**src/rtl/alu_op_sequencer_if.sv**
```systemverilog
// Command/response handshake bundle between an operation source and the ALU sequencer.
interface alu_op_sequencer_if #(
    parameter int WIDTH = 32,
    parameter int OP_W  = 4
);
    logic             cmd_valid;
    logic             cmd_ready;
    logic [OP_W-1:0]  cmd_op;
    logic             cmd_use_acc;
    logic [WIDTH-1:0] cmd_a;
    logic [WIDTH-1:0] cmd_b;
    logic             rsp_valid;
    logic             rsp_ready;
    logic [WIDTH-1:0] rsp_result;
    logic             rsp_zero;
    logic             rsp_err;

    modport master (
        output cmd_valid, cmd_op, cmd_use_acc, cmd_a, cmd_b, rsp_ready,
        input  cmd_ready, rsp_valid, rsp_result, rsp_zero, rsp_err
    );

    modport slave (
        input  cmd_valid, cmd_op, cmd_use_acc, cmd_a, cmd_b, rsp_ready,
        output cmd_ready, rsp_valid, rsp_result, rsp_zero, rsp_err
    );
endinterface

```
**src/rtl/alu_op_sequencer.sv**
```systemverilog
// Drives a combinational ALU from registered operands, returns result/zero over a
// response handshake and keeps a running accumulator usable as operand a.
module alu_op_sequencer #(
    parameter int WIDTH  = 32,
    parameter int OP_W   = 4,
    parameter int MAX_OP = 7,
    parameter int CNT_W  = 16
) (
    input  logic              clk,
    input  logic              rst_n,
    alu_op_sequencer_if.slave bus,
    output logic [WIDTH-1:0]  alu_a,
    output logic [WIDTH-1:0]  alu_b,
    output logic [OP_W-1:0]   alu_ctrl,
    input  logic [WIDTH-1:0]  alu_result,
    input  logic              alu_zero,
    output logic [WIDTH-1:0]  acc,
    output logic [CNT_W-1:0]  op_count
);

    typedef enum logic [1:0] {IDLE, EXEC, RESP} state_t;

    localparam logic [OP_W-1:0] MAX_OP_C = OP_W'(MAX_OP);

    state_t           state, state_nxt;
    logic [WIDTH-1:0] rsp_result_r;
    logic             rsp_zero_r;
    logic             rsp_err_r;
    logic             cmd_fire;
    logic             illegal_op;

    function automatic logic [CNT_W-1:0] sat_inc(input logic [CNT_W-1:0] v);
        return (&v) ? v : v + 1'b1;
    endfunction

    // Gated by rst_n so the handshake reads 0 while held in reset, 1 as soon as released.
    assign bus.cmd_ready  = rst_n && (state == IDLE);
    assign bus.rsp_valid  = (state == RESP);
    assign bus.rsp_result = rsp_result_r;
    assign bus.rsp_zero   = rsp_zero_r;
    assign bus.rsp_err    = rsp_err_r;

    assign cmd_fire   = (state == IDLE) && bus.cmd_valid;
    assign illegal_op = (alu_ctrl > MAX_OP_C);

    always_ff @(posedge clk or negedge rst_n) begin
        if (!rst_n) state <= IDLE;
        else        state <= state_nxt;
    end

    always_comb begin
        state_nxt = state;
        case (state)
            IDLE:    if (bus.cmd_valid) state_nxt = EXEC;
            EXEC:    state_nxt = RESP;
            RESP:    if (bus.rsp_ready) state_nxt = IDLE;
            default: state_nxt = IDLE;
        endcase
    end

    // Operand registers: loaded on accept, held afterwards until the next command.
    always_ff @(posedge clk or negedge rst_n) begin
        if (!rst_n) begin
            alu_a    <= '0;
            alu_b    <= '0;
            alu_ctrl <= '0;
        end else if (cmd_fire) begin
            alu_a    <= bus.cmd_use_acc ? acc : bus.cmd_a;
            alu_b    <= bus.cmd_b;
            alu_ctrl <= bus.cmd_op;
        end
    end

    // Result capture after the ALU has settled for one cycle; illegal codes leave state alone.
    always_ff @(posedge clk or negedge rst_n) begin
        if (!rst_n) begin
            rsp_result_r <= '0;
            rsp_zero_r   <= 1'b0;
            rsp_err_r    <= 1'b0;
            acc          <= '0;
            op_count     <= '0;
        end else if (state == EXEC) begin
            if (illegal_op) begin
                rsp_result_r <= '0;
                rsp_zero_r   <= 1'b1;
                rsp_err_r    <= 1'b1;
            end else begin
                rsp_result_r <= alu_result;
                rsp_zero_r   <= alu_zero;
                rsp_err_r    <= 1'b0;
                acc          <= alu_result;
                op_count     <= sat_inc(op_count);
            end
        end
    end

endmodule
```
**src/flat_wrapper.sv**
```systemverilog
// flat-port wrapper written by rule: the top's interface ports become plain ports
module alu_op_sequencer_flat 
#(
    parameter int WIDTH  = 32,
    parameter int OP_W   = 4,
    parameter int MAX_OP = 7,
    parameter int CNT_W  = 16
)
  (clk, rst_n, alu_a, alu_b, alu_ctrl, alu_result, alu_zero, acc, op_count, bus_cmd_valid, bus_cmd_op, bus_cmd_use_acc, bus_cmd_a, bus_cmd_b, bus_rsp_ready, bus_cmd_ready, bus_rsp_valid, bus_rsp_result, bus_rsp_zero, bus_rsp_err);
  alu_op_sequencer_if #(.WIDTH(WIDTH), .OP_W(OP_W)) bus_i ();
  input  logic clk;
  input  logic rst_n;
  output logic [WIDTH-1:0] alu_a;
  output logic [WIDTH-1:0] alu_b;
  output logic [OP_W-1:0] alu_ctrl;
  input  logic [WIDTH-1:0] alu_result;
  input  logic alu_zero;
  output logic [WIDTH-1:0] acc;
  output logic [CNT_W-1:0] op_count;
  input wire logic [$bits(bus_i.cmd_valid)-1:0] bus_cmd_valid;
  input wire logic [$bits(bus_i.cmd_op)-1:0] bus_cmd_op;
  input wire logic [$bits(bus_i.cmd_use_acc)-1:0] bus_cmd_use_acc;
  input wire logic [$bits(bus_i.cmd_a)-1:0] bus_cmd_a;
  input wire logic [$bits(bus_i.cmd_b)-1:0] bus_cmd_b;
  input wire logic [$bits(bus_i.rsp_ready)-1:0] bus_rsp_ready;
  output wire logic [$bits(bus_i.cmd_ready)-1:0] bus_cmd_ready;
  output wire logic [$bits(bus_i.rsp_valid)-1:0] bus_rsp_valid;
  output wire logic [$bits(bus_i.rsp_result)-1:0] bus_rsp_result;
  output wire logic [$bits(bus_i.rsp_zero)-1:0] bus_rsp_zero;
  output wire logic [$bits(bus_i.rsp_err)-1:0] bus_rsp_err;
  assign bus_i.cmd_valid = bus_cmd_valid;
  assign bus_i.cmd_op = bus_cmd_op;
  assign bus_i.cmd_use_acc = bus_cmd_use_acc;
  assign bus_i.cmd_a = bus_cmd_a;
  assign bus_i.cmd_b = bus_cmd_b;
  assign bus_i.rsp_ready = bus_rsp_ready;
  assign bus_cmd_ready = bus_i.cmd_ready;
  assign bus_rsp_valid = bus_i.rsp_valid;
  assign bus_rsp_result = bus_i.rsp_result;
  assign bus_rsp_zero = bus_i.rsp_zero;
  assign bus_rsp_err = bus_i.rsp_err;
  alu_op_sequencer #(.WIDTH(WIDTH), .OP_W(OP_W), .MAX_OP(MAX_OP), .CNT_W(CNT_W)) u_core (.clk(clk), .rst_n(rst_n), .bus(bus_i), .alu_a(alu_a), .alu_b(alu_b), .alu_ctrl(alu_ctrl), .alu_result(alu_result), .alu_zero(alu_zero), .acc(acc), .op_count(op_count));
endmodule
```
**config.mk**
```make
export PLATFORM = sky130hd
export DESIGN_NAME = alu_op_sequencer_flat
export DESIGN_NICKNAME = d
export VERILOG_FILES = /design/src/rtl/alu_op_sequencer_if.sv /design/src/rtl/alu_op_sequencer.sv /design/src/flat_wrapper.sv
export SDC_FILE = /design/constraint.sdc
export NUM_CORES = 1
export LEC_CHECK = 0
export BUFFER_PORTS_ARGS = -buffer_cell sky130_fd_sc_hd__buf_2
export CORE_AREA = 2 2 123 125
export DETAILED_ROUTE_END_ITERATION = 7
export DIE_AREA = 0 0 125 127
export GPL_TIMING_DRIVEN = 0
export PLACE_DENSITY_LB_ADDON = 0.12
export SYNTH_ARGS = -nofsm -noshare
export SYNTH_HDL_FRONTEND = slang
export SYNTH_SLANG_ARGS = --single-unit
```
**constraint.sdc**
```tcl
create_clock -name clk -period 1.5 [get_ports clk]
set_input_delay 0.225 -clock clk [delete_from_list [all_inputs] [get_ports clk]]
set_output_delay 0.225 -clock clk [all_outputs]
set_load 0.1 [all_outputs]
```
Word level (Yosys, flattened, before mapping)
Cells that the tools add are included.

Bits in registers: 152. Bits of input ports: 106.

Add/sub/neg operators: 1. $lt $le $gt $ge: 1. Equal/unequal tests: 4. Mux-type cells: 7. Bitwise operators: 2. Reductions and logical operators: 7.

Operator list (number): 32-bit two-way mux (2); 16-bit by 1-bit adder with 16-bit output (second input constant) (1); 16-bit AND reduction (1); 2-bit one-hot mux with 3 select lines (1); 4-bit by 3-bit greater-than comparator with 1-bit output (second input constant) (1); 2-bit two-way mux (2); 2-bit inequality test (second input constant) (2); 2-bit AND reduction (2); 3-bit AND reduction (1); 2-bit by 1-bit equality test with 1-bit output (second input constant) (1); 2-bit equality test (second input constant) (1); 1-bit logical AND (2); 2-bit zero test (1); 1-bit two-way mux (2); 1-bit NOT (2).

Depth between registers and ports, before layout
Gate-level depths: netlist of run 1.

Depth after elaboration: 3. Mapped depth: 7.

Worst setup path before layout of run 1
Ideal clock, no wire load.

Path type: register -> output. From: reg u_core.state[1]. To: out bus_cmd_ready. Arrival time: 2.615 ns. Data required time: 1.275 ns. Path slack: -1.340 ns. Cell stages (with the launch flop): 2. Cells stage by stage: dfrtp_1 -> nor3b_1.

Word-level cells in the longest chain between the ends: 2.

Ends and longest elaborated chain: start, declared (RTL line alu_op_sequencer.sv:25) `state_t state, state_nxt;`; start signal, assigned (RTL line alu_op_sequencer.sv:48) `else state <= state_nxt;`; 2-bit zero test (RTL line alu_op_sequencer.sv:37) `assign bus.cmd_ready = rst_n && (state == IDLE);`; 1-bit logical AND (RTL line alu_op_sequencer.sv:37); end, declared (RTL line flat_wrapper.sv:26) `output wire logic [$bits(bus_i.cmd_ready)-1:0] bus_cmd_ready;`.

Every way passes these cells.

Worst setup path after layout of run 1
From: reg u_core.alu_ctrl[3]. To: reg u_core.op_count[15].

Word-level cells in the longest chain between the ends: 3.

Ends and longest elaborated chain: start, declared (RTL line alu_op_sequencer.sv:14) `output logic [OP_W-1:0] alu_ctrl,`; start signal, assigned (RTL line alu_op_sequencer.sv:70) `alu_ctrl <= bus.cmd_op;`; 4-bit by 3-bit greater-than comparator with 1-bit output (RTL line alu_op_sequencer.sv:44) `assign illegal_op = (alu_ctrl > MAX_OP_C);`; 1-bit NOT (no line); 3-bit AND reduction (no line); end signal, assigned (RTL line alu_op_sequencer.sv:92) `op_count <= sat_inc(op_count);`; end, declared (RTL line alu_op_sequencer.sv:18) `output logic [CNT_W-1:0] op_count`.

Every way passes these cells. A chain may end at the register's enable or synchronous reset.

==> results of run 1 <==
[worst max-delay path: stages (launching register included)]
cell and delay, ps:
dfrtp_4 500, nor3b_4 290, buf_4 160, and3_4 170, nand4_1 100, mux2_4 310
[stage by stage]
step | setup slack (ps) | instance area, um^2 | std cells | utilization [%]
final | -145.5 | 9646 | 1051 | 66.87
after global routing | -221.6 | 9646 | 1051 | 66.87
after CTS | -141.1 | 8881 | 1035 | 61.57
after detailed placement | -725.0 | 7750 | 982 | 53.73
after global placement | -2485 | 7716 | 981 | 53.50
after floorplan | -259.2 | 6205 | 541 | -
[routing by layer]
layer | GRT usage (%) | vias up | wire length [um]
li1 | - | 2423 | -
met5 | 0 | - | 0
met4 | 7.908 | 0 | 410
met3 | 7.412 | 34 | 1268
met1 | 27.26 | 2545 | 7347
met2 | 37.66 | 180 | 9433
[state kept, by name, indices dropped and copies added, names as in the netlist]
signal,count
u_core.bus.rsp_zero,1
u_core.alu_b,32
u_core.bus.rsp_result,32
u_core.alu_a,32
u_core.bus.rsp_err,1
u_core.state,2
u_core.acc,32
u_core.op_count,16
u_core.alu_ctrl,4
[how the worst min path moves through the flow]
stage / startpoint / to / slack, ps / cells after the start
4_1_cts: rst_n / u_core.op_count[8]$_DFFE_PN0P_ / -130 / 3
3_5_place_dp: rst_n / u_core.acc[10]$_DFFE_PN0P_ / 310 / 1
2_1_floorplan: rst_n / u_core.acc[0]$_DFFE_PN0P_ / -70 / 0
5_1_grt: rst_n / u_core.op_count[8]$_DFFE_PN0P_ / -120 / 3
3_3_place_gp: bus_rsp_ready / u_core.state[1]$_DFFE_PN0P_ / 430 / 2
6_report: rst_n / u_core.op_count[8]$_DFFE_PN0P_ / -130 / 3
[synth_stat cells, drive strengths merged, types with 2 or more instances]
| cell | number |
|---|---|
| nand2b | 3 |
| buf | 26 |
| xor2 | 10 |
| and3 | 4 |
| nor4 | 3 |
| inv | 5 |
| a311oi | 2 |
| nor3b | 3 |
| nor2 | 34 |
| a22o | 2 |
| dfrtp | 152 |
| a31oi | 2 |
| and2 | 2 |
| clkbuf | 4 |
| mux2i | 32 |
| mux2 | 38 |
| nand3 | 5 |
| nand2 | 160 |
| xnor2 | 2 |
| and4 | 4 |
| a21oi | 39 |
| nand4 | 2 |
[final cells by class]
| type | instances | share of cell area [%] |
|---|---|---|
| sequential | 152 | 40.04 |
| tap | 184 | 2.387 |
| multi-input combinational | 354 | 27.45 |
| antenna | 1 | 0.02594 |
| inverter | 5 | 0.2205 |
| clock inverter | 7 | 1.699 |
| clock buffer | 24 | 5.098 |
| buffer | 27 | 2.984 |
| timing repair buffer | 297 | 20.09 |
[timing repair]
action / 4_1_cts / 5_1_grt
gates resized for setup: 64 / 175
hold endpoints to repair: 114 / 114
setup buffers: 16 / 14
gates cloned: 2 / 3
endpoints found under the setup margin: 147 / 155
pin swaps: 12 / 50
[cells by family (layout without fill, tap and decap cells)]
| kind of cell | count (synthesis) | in the layout | share of synthesized area [%] |
|---|---|---|---|
| xor+xnor | 12 | 12 | 1.722 |
| other cells | 0 | 1 | 0 |
| fa+ha+maj | 1 | 1 | 0.2050 |
| buf+inv | 35 | 360 | 2.932 |
| compound gates | 48 | 48 | 4.388 |
| mux | 70 | 70 | 12.26 |
| simple gates | 223 | 223 | 16.16 |
| flops | 152 | 152 | 62.33 |
==> out/qor.yml, run 1 <==
yosys_warnings: 0
whs_ps: -126.8
synth_top_area_share_pct: 62.33
cts_buffer_depth: 2
worstPathRequired_ps: 1800
hpwl_um: 12290
timing.rr.end: "u_core.op_count[15]$_DFFE_PN0P_"
cts_tree: "done"
dr.pass1.iters: 4
arrival_ps: 1940
slew-limit-headroom_pct: 65.90
grt_setup_unrepaired: "true"
ys_types: 40
start_util_pct: 42.31
syn_inst: 541
tightest_slew_ps: 515.1
status: "finished, violations left"
finalWirelength_um: 18460
finalCriticalPeriod_ps: 1646
finalSetupViolCount: 42
dieArea_um2: 15880
drt-initial-drc-count: 279
clockRootBuffer: "clkbuf_16"
report.final.hold_viol_count: 114
die_w_um: 125
violations: "negative hold slack, negative setup slack"
synthTopCellsByArea: "dfrtp_1 62%, nand2_1 9.8%, mux2_2 6.6%"
port_buffers: 256
seq_area_um2: 3862
endpoint: "u_core.op_count[15]$_DFFE_PN0P_"
reg2reg_slack_ps: -150
viasPerCell: 4.931
path_clk_slew_ps: 60
htreeDepth: 4
overflow: 0
route.antenna.remaining_nets: 0
syn_avg_cell_area_um2: 11.28
critPathLaunchType: "register"
grt_pass1_vias: 5303
grt_usage_pct: 22.41
vias: 5182
endpoint_kind: "register"
layout_setup_ws_ps: -145.5
final_cell_mix: "231 x buf_2, 133 x dfrtp_1, 86 x nand2_1, 44 x nand2_2, 40 x buf_4"
fill_cells: 1139
drive_gt1_share_pct: 59.24
synth-seq-cells: 152
gp_congestion: 0.7778
multiInputGateArea_um2: 2648
yosysSeqAreaShare_pct: 62.33
synthesis.area_um2: 6102
synthesis.nets: 648
crit_fanout: 4
grt_max_degree: 40
antenna_found_initial: 1
timing.final.crit_share_pct: 109.7
setup_tns_ps: -1063
hold_buffers: 5
layout_commonest_cell: "buf_2"
syn_to_final_growth_pct: 58.07
wl_per_cell_um: 17.56
drc: 0
fin_nets: 961
cts.sinks: 152
crit_type: "register to register"
dieHeight_um: 127
yosys.area.top_type: "dfrtp_1"
r2r_cells: 5
grt_pass1_wl_um: 27860
hp-class: "input port to asynchronous set/reset pin"
cts_buffers: 17
synth_edf_count: 0
pin_count: 258
maxSlewViolCount: 0
ys.flop_type: "dfrtp_1"
startpoint: "u_core.alu_ctrl[3]$_DFFE_PN0P_"
synthArstFlopShare_pct: 100.0
fmax_mhz: 607.7
fin_skew_ps: 8.681
drv_cap: 0
num_rows: 44
core_area_um2: 14420
clock_latency_ps: 420
rr_startpoint: "u_core.alu_ctrl[3]$_DFFE_PN0P_"
Power of run 1 is left out: the tool's default activity adds up to more than one toggle a clock period on the data nets, which glitch-free logic cannot reach.
==> run 2: changes to the inputs <==
--- a/config.mk
+++ b/config.mk
@@ -10,7 +10,7 @@
 export DETAILED_ROUTE_END_ITERATION = 7
 export DIE_AREA = 0 0 125 127
 export GPL_TIMING_DRIVEN = 0
-export PLACE_DENSITY_LB_ADDON = 0.12
+export PLACE_DENSITY_LB_ADDON = 0.25
 export SYNTH_ARGS = -nofsm -noshare
 export SYNTH_HDL_FRONTEND = slang
 export SYNTH_SLANG_ARGS = --single-unit
==> out/qor.yml, run 2 (synthesis results as in run 1) <==
fin_skew_ps: 7.300  # -1.381 ps
diodes: 0  # -1
layout_commonest_cell: "buf_2"
drt-initial-drc-count: 200  # -28%
cts.sinks: 152  # unchanged
path_buf_inv: 1  # unchanged
fmax_mhz: 627.8  # +3.3%
grt_setup_unrepaired: "true"
grt_pass1_wl_um: 27920  # +0.20%
wl_per_cell_um: 17.89  # +1.9%
route.antenna.remaining_nets: 0  # unchanged
slowest_stage: "dfrtp_2"
dr.pass1.iters: 4  # unchanged
arrival_ps: 1890  # -50 ps
die_w_um: 125  # unchanged
final_cell_mix: "219 x buf_2, 159 x nand2_1, 133 x dfrtp_1, 44 x buf_4, 32 x mux2i_1"
slew-limit-headroom_pct: 65.74  # -0.16 points
start_util_pct: 42.31  # unchanged
timing.final.crit_share_pct: 106.2  # -3.5 points
dieHeight_um: 127  # unchanged
max_stage_delay_ps: 470  # -30 ps
tightest_slew_ps: 517.4  # +2.354 ps
crit_type: "register to register"
hpwl_um: 12410  # +0.98%
whs_ps: -125.9  # +0.8830 ps
vias: 5245  # +1.2%
grt_max_degree: 77  # +93%
maxSlewViolCount: 0  # unchanged
crit_fanout: 5  # +1
grt_usage_pct: 22.30  # -0.11 points
hp-class: "input port to asynchronous set/reset pin"
finalWirelength_um: 18970  # +2.8%
syn_to_final_growth_pct: 57.62
fin_nets: 970  # +0.94%
crit_chain: "nor3b_4 > buf_6 > and3_4 > nand4_1 > mux2_4"
pin_count: 258  # unchanged
finalCriticalPeriod_ps: 1593  # -52.64 ps
multiInputGateArea_um2: 2449  # -7.5%
port_buffers: 256  # unchanged
report.final.hold_viol_count: 78  # -32%
seq_area_um2: 3862  # unchanged
clockRootBuffer: "clkbuf_16"
path_clk_slew_ps: 60  # about the same
core_area_um2: 14420  # unchanged
worstPathRequired_ps: 1800  # about the same
viasPerCell: 4.948  # +0.36%
clock_latency_ps: 420  # about the same
layout_setup_ws_ps: -92.91  # +52.64 ps
grt_pass1_vias: 5432  # +2.4%
cts_tree: "done"
cts_buffers: 17  # unchanged
status: "finished, violations left"
violations: "negative hold slack, negative setup slack"
endpoint_kind: "register"
finalSetupViolCount: 44  # +4.8%
drc: 0  # unchanged
drive_gt1_share_pct: 52.74  # -6.5 points
htreeDepth: 4  # unchanged
drv_cap: 0  # unchanged
num_rows: 44  # unchanged
overflow: 0  # unchanged
dieArea_um2: 15880  # unchanged
fill_cells: 1088  # -4.5%
cpLargestDelayFamily: "simple AND/OR/NAND/NOR gates"
cts_buffer_depth: 2  # unchanged
gp_congestion: 0.7956  # +2.3%
critPathLaunchType: "register"
antenna_found_initial: 0  # -1
## run 2: changes by cell type in the layout (fill, tap and decap cells not counted), moves of 5 or more
cell and delta:
nand2_1 +73, nand2_2 -44, nand2_4 -29, mux2_2 -15, mux2_4 +15, clkbuf_4 +13
buf_2 -12, a21oi_1 -8, a21oi_2 +7, nor2_1 -7, buf_6 -5, buf_8 +5
## run 2: worst paths after layout
| check | from | endpoint | slack (ps) | cells past startpoint |
|---|---|---|---|---|
| max reg2reg | u_core.state[1]$_DFFE_PN0P_ | u_core.op_count[15]$_DFFE_PN0P_ | -90 | 5 |
| min | rst_n | u_core.alu_b[30]$_DFFE_PN0P_ | -130 | 3 |
| min reg2reg | u_core.bus.rsp_result[17]$_DFFE_PN0P_ | u_core.bus.rsp_result[17]$_DFFE_PN0P_ | 470 | 2 |
| max in group asynchronous | rst_n | u_core.alu_ctrl[3]$_DFFE_PN0P_ | 680 | 5 |
| max | u_core.state[1]$_DFFE_PN0P_ | u_core.op_count[15]$_DFFE_PN0P_ | -90 | 5 |
| min in group clk | alu_result[19] | u_core.acc[19]$_DFFE_PN0P_ | 20 | 3 |
## run 2: worst min-delay path, stage by stage
cell,delay (ps)
buf_16,90
buf_16,110
buf_16,200
## run 2: stage by stage
stage               util, %  TNS (ps)  instance area [um^2]  setup WS (ps)  instances
global route          66.68     -4338                  9618         -130.6       1060
CTS                   61.12     -5810                  8816         -155.2       1029
finish                66.68     -1638                  9618         -92.91       1060
floorplan                 -     -2920                  6205         -259.2        541
detailed placement    53.73    -35650                  7750         -674.4        982
global placement      53.50   -329340                  7716          -2421        981
## run 2: metal layers
metal / GRT usage (%) / part of all wire, % / up-vias
li1: - / - / 2423
met1: 26.80 / 40 / 2585
met2: 38.20 / 50 / 200
met3: 6.491 / 6.8 / 37
met4: 8.562 / 2.6 / 0
met5: 0 / 0 / -
## run 2: timing repair
action | CTS | global route
hold buffers | 2 | 6
setup buffers | 13 | 22
pin swaps | 13 | 24
endpoints found under the hold margin | 76 | 113
gates resized for setup | 73 | 110
endpoints found under the setup margin | 164 | 147
gates cloned | 1 | 8
## run 2: cell type report
| cell class | instances | area share, % |
|---|---|---|
| tap | 184 | 2.394 |
| clock buffer | 21 | 4.787 |
| multi-input combinational | 354 | 25.46 |
| inverter | 5 | 0.1951 |
| timing repair buffer | 309 | 22.10 |
| clock inverter | 11 | 2.264 |
| sequential | 152 | 40.16 |
| buffer | 24 | 2.641 |
Power of run 2 is left out for the same reason.
==> run 3: changes to the inputs <==
--- a/config.mk
+++ b/config.mk
@@ -5,10 +5,11 @@
 export SDC_FILE = /design/constraint.sdc
 export NUM_CORES = 1
 export LEC_CHECK = 0
+export ABC_AREA = 1
 export BUFFER_PORTS_ARGS = -buffer_cell sky130_fd_sc_hd__buf_2
-export CORE_AREA = 2 2 123 125
+export CORE_AREA = 2 2 117 119
 export DETAILED_ROUTE_END_ITERATION = 7
-export DIE_AREA = 0 0 125 127
+export DIE_AREA = 0 0 119 121
 export GPL_TIMING_DRIVEN = 0
 export PLACE_DENSITY_LB_ADDON = 0.25
 export SYNTH_ARGS = -nofsm -noshare
==> constraint.sdc (replaced) <==
create_clock -name clk -period 1.7 [get_ports clk]
set_input_delay 0.255 -clock clk [delete_from_list [all_inputs] [get_ports clk]]
set_output_delay 0.255 -clock clk [all_outputs]
set_load 0.1 [all_outputs]
==> out/qor.yml, run 3 <==
status: "finished, violations left"
violations: "negative hold slack"
fill_cells: 1114  # +2.4%
finalWirelength_um: 17960  # -5.3%
ys_types: 25  # -38%
ys.flop_type: "dfrtp_1"
clockRootBuffer: "clkbuf_16"
cpLargestDelayFamily: "simple AND/OR/NAND/NOR gates"
crit_type: "register to register"
fin_skew_ps: 5.238  # -2.062 ps
crit_fanout: 10  # +5
grt_max_degree: 62  # -19%
wl_per_cell_um: 15.10  # -16%
tightest_slew_ps: 567.3  # +49.89 ps
overflow: 0  # unchanged
whs_ps: -278.0  # -152.1 ps
viasPerCell: 4.844  # -2.1%
drive_gt1_share_pct: 34.06  # -19 points
dieHeight_um: 121  # -4.7%
layout_commonest_cell: "nand2_1"
num_rows: 42  # -4.5%
arrival_ps: 1900  # about the same
fin_nets: 1108  # +14%
htreeDepth: 4  # unchanged
dieArea_um2: 14400  # -9.3%
synthArstFlopShare_pct: 100.0  # unchanged
syn_to_final_growth_pct: 37.85
dr.pass1.iters: 5  # +1
hp-class: "input port to asynchronous set/reset pin"
syn_avg_cell_area_um2: 8.635  # -23%
fmax_mhz: 624.2  # -0.57%
yosys.area.top_type: "dfrtp_1"
timing.final.crit_share_pct: 94.24  # -12 points
diodes: 0  # unchanged
synthesis.area_um2: 6208  # +1.7%
path_clk_slew_ps: 60  # about the same
vias: 5759  # +9.8%
critPathLaunchType: "register"
synthesis.nets: 826  # +27%
drt-initial-drc-count: 333  # +67%
seq_area_um2: 3834  # -0.74%
slew-limit-headroom_pct: 62.18  # -3.6 points
max_stage_delay_ps: 510  # +40 ps
drv_cap: 0  # unchanged
pin_count: 258  # unchanged
r2r_cells: 10  # +5
synth-seq-cells: 152  # unchanged
finalCriticalPeriod_ps: 1602  # +9.107 ps
gp_congestion: 0.7895  # -0.77%
clock_latency_ps: 420  # about the same
finalSetupViolCount: 0  # -100%
port_buffers: 256  # unchanged
grt_pass1_vias: 5596  # +3.0%
synth_edf_count: 0  # unchanged
synth_most_common_cell: "nand2_1"
syn_inst: 719  # +33%
antenna_found_initial: 1  # +1
dpl_cell_area_um2: 7794  # +0.57%
postLayoutCellArea_um2: 8558  # -11%
rr_startpoint: "u_core.op_count[1]$_DFFE_PN0P_"
grt_setup_unrepaired: "false"
report.final.hold_viol_count: 59  # -24%
cts_buffers: 17  # unchanged
multiInputGateArea_um2: 2096  # -14%
worstPathRequired_ps: 2000  # +200 ps
cts_tree: "done"
yosysSeqAreaShare_pct: 61.27  # -1.1 points
start_util_pct: 47.45  # +5.1 points
slowest_stage: "dfrtp_4"
yosys_warnings: 0  # unchanged
core_area_um2: 13090  # -9.3%
synthTopCellsByCount: "342 x nand2_1, 152 x dfrtp_1, 96 x o21ai_0, 43 x inv_1, 17 x nor2_1"
cts_buffer_depth: 2  # unchanged
path_buf_inv: 3  # +2
endpoint_kind: "register"
crit_chain: "ha_4 > nand3_2 > inv_2 > nand2_2 > nor2_4 > nor2_4 > inv_4 > buf_6 > nand2_1 > nand2_1"
grt_usage_pct: 25.60  # +3.3 points
grt_pass1_wl_um: 28580  # +2.4%
startpoint: "u_core.op_count[1]$_DFFE_PN0P_"
synthTopCellsByArea: "dfrtp_1 61%, nand2_1 21%, o21ai_0 7.7%"
route.antenna.remaining_nets: 0  # unchanged
synth_top_area_share_pct: 61.27  # -1.1 points
final_cell_mix: "342 x nand2_1, 263 x buf_2, 136 x dfrtp_1, 96 x o21ai_0, 43 x inv_1"
drc: 0  # unchanged
maxSlewViolCount: 0  # unchanged
cts.sinks: 152  # unchanged
hpwl_um: 12870  # +3.7%
die_w_um: 119  # -4.8%
cp.depth: 10  # +5
## run 3: cell types whose count changed after synthesis, sizes merged, moves of 5 or more
cell,change
nor2,-12
clkbuf,+8
xor2,-7
buf,-5
a21oi,-39
inv,+42
mux2,-38
nand2,+184
o21ai,+99
mux2i,-32
## run 3: final timing paths
kind	slack, ps	end
worst max-delay path	100	u_core.op_count[7]$_DFFE_PN0P_
min in group clk	30	u_core.alu_b[11]$_DFFE_PN0P_
max in group asynchronous	1260	u_core.alu_a[21]$_DFFE_PN0P_
worst min register to register	470	u_core.bus.rsp_result[28]$_DFFE_PN0P_
worst min-delay path	-280	u_core.bus.rsp_zero$_DFFE_PN0P_
worst max register to register	100	u_core.op_count[7]$_DFFE_PN0P_
## run 3: cell families (layout without fill, tap and decap cells)
logic type | Yosys count | after routing | share of synthesized area (%)
AOI/OAI and AO/OA | 101 | 101 | 8.202
xor gates and xnor gates | 7 | 7 | 0.9875
adders and majority gates | 1 | 1 | 0.2015
buffers and inverters | 80 | 374 | 5.381
DFF | 152 | 152 | 61.27
and+or+nand+nor | 378 | 378 | 23.96
## run 3: per-layer routing
metal	vias up	global-route usage (%)	wire (um)
met5	-	0	0
met4	0	8.482	389
met3	31	7.237	1403
met2	213	42.64	8653
met1	2718	32.35	7513
li1	2797	-	-
## run 3: cell type report
type                       count  share of cell area [%]
buffer                        33                   2.061
clock buffer                  24                   5.980
clock inverter                 7                   1.330
inverter                      47                   2.091
multi-input combinational    487                   24.49
sequential                   152                   44.80
tap                          176                   2.573
timing repair buffer         263                   16.68
## run 3: worst register-to-register path, cell delays in order, from the launching register on
cell and delay (ps):
dfrtp_4 510, ha_4 180, nand3_2 100, inv_2 70
nand2_2 90, nor2_4 50, nor2_4 160, inv_4 60
buf_6 140, nand2_1 70, nand2_1 60
## run 3: repair_timing
action	4_1_cts	5_1_grt
buffers inserted	0	4
resized for setup	10	10
setup endpoints to repair	73	53
pin swaps	2	2
endpoints found under the hold margin	59	59
cloned	1	1
## run 3: metrics by stage
| step | instances | setup TNS (ps) | setup slack, ps | hold slack (ps) | util [%] |
|---|---|---|---|---|---|
| 2_1_floorplan | 719 | -206.4 | -206.4 | -40.59 | - |
| 3_3_place_gp | 1151 | -290090 | -2360 | 449.1 | 59.30 |
| 3_5_place_dp | 1152 | -3518 | -468.8 | 262.4 | 59.56 |
| 4_1_cts | 1184 | 0 | 18.29 | -275.3 | 64.83 |
| 5_1_grt | 1189 | 0 | 3.989 | -275.5 | 65.40 |
| 6_report | 1189 | 0 | 97.99 | -278.0 | 65.40 |
Power of run 3 is left out for the same reason.
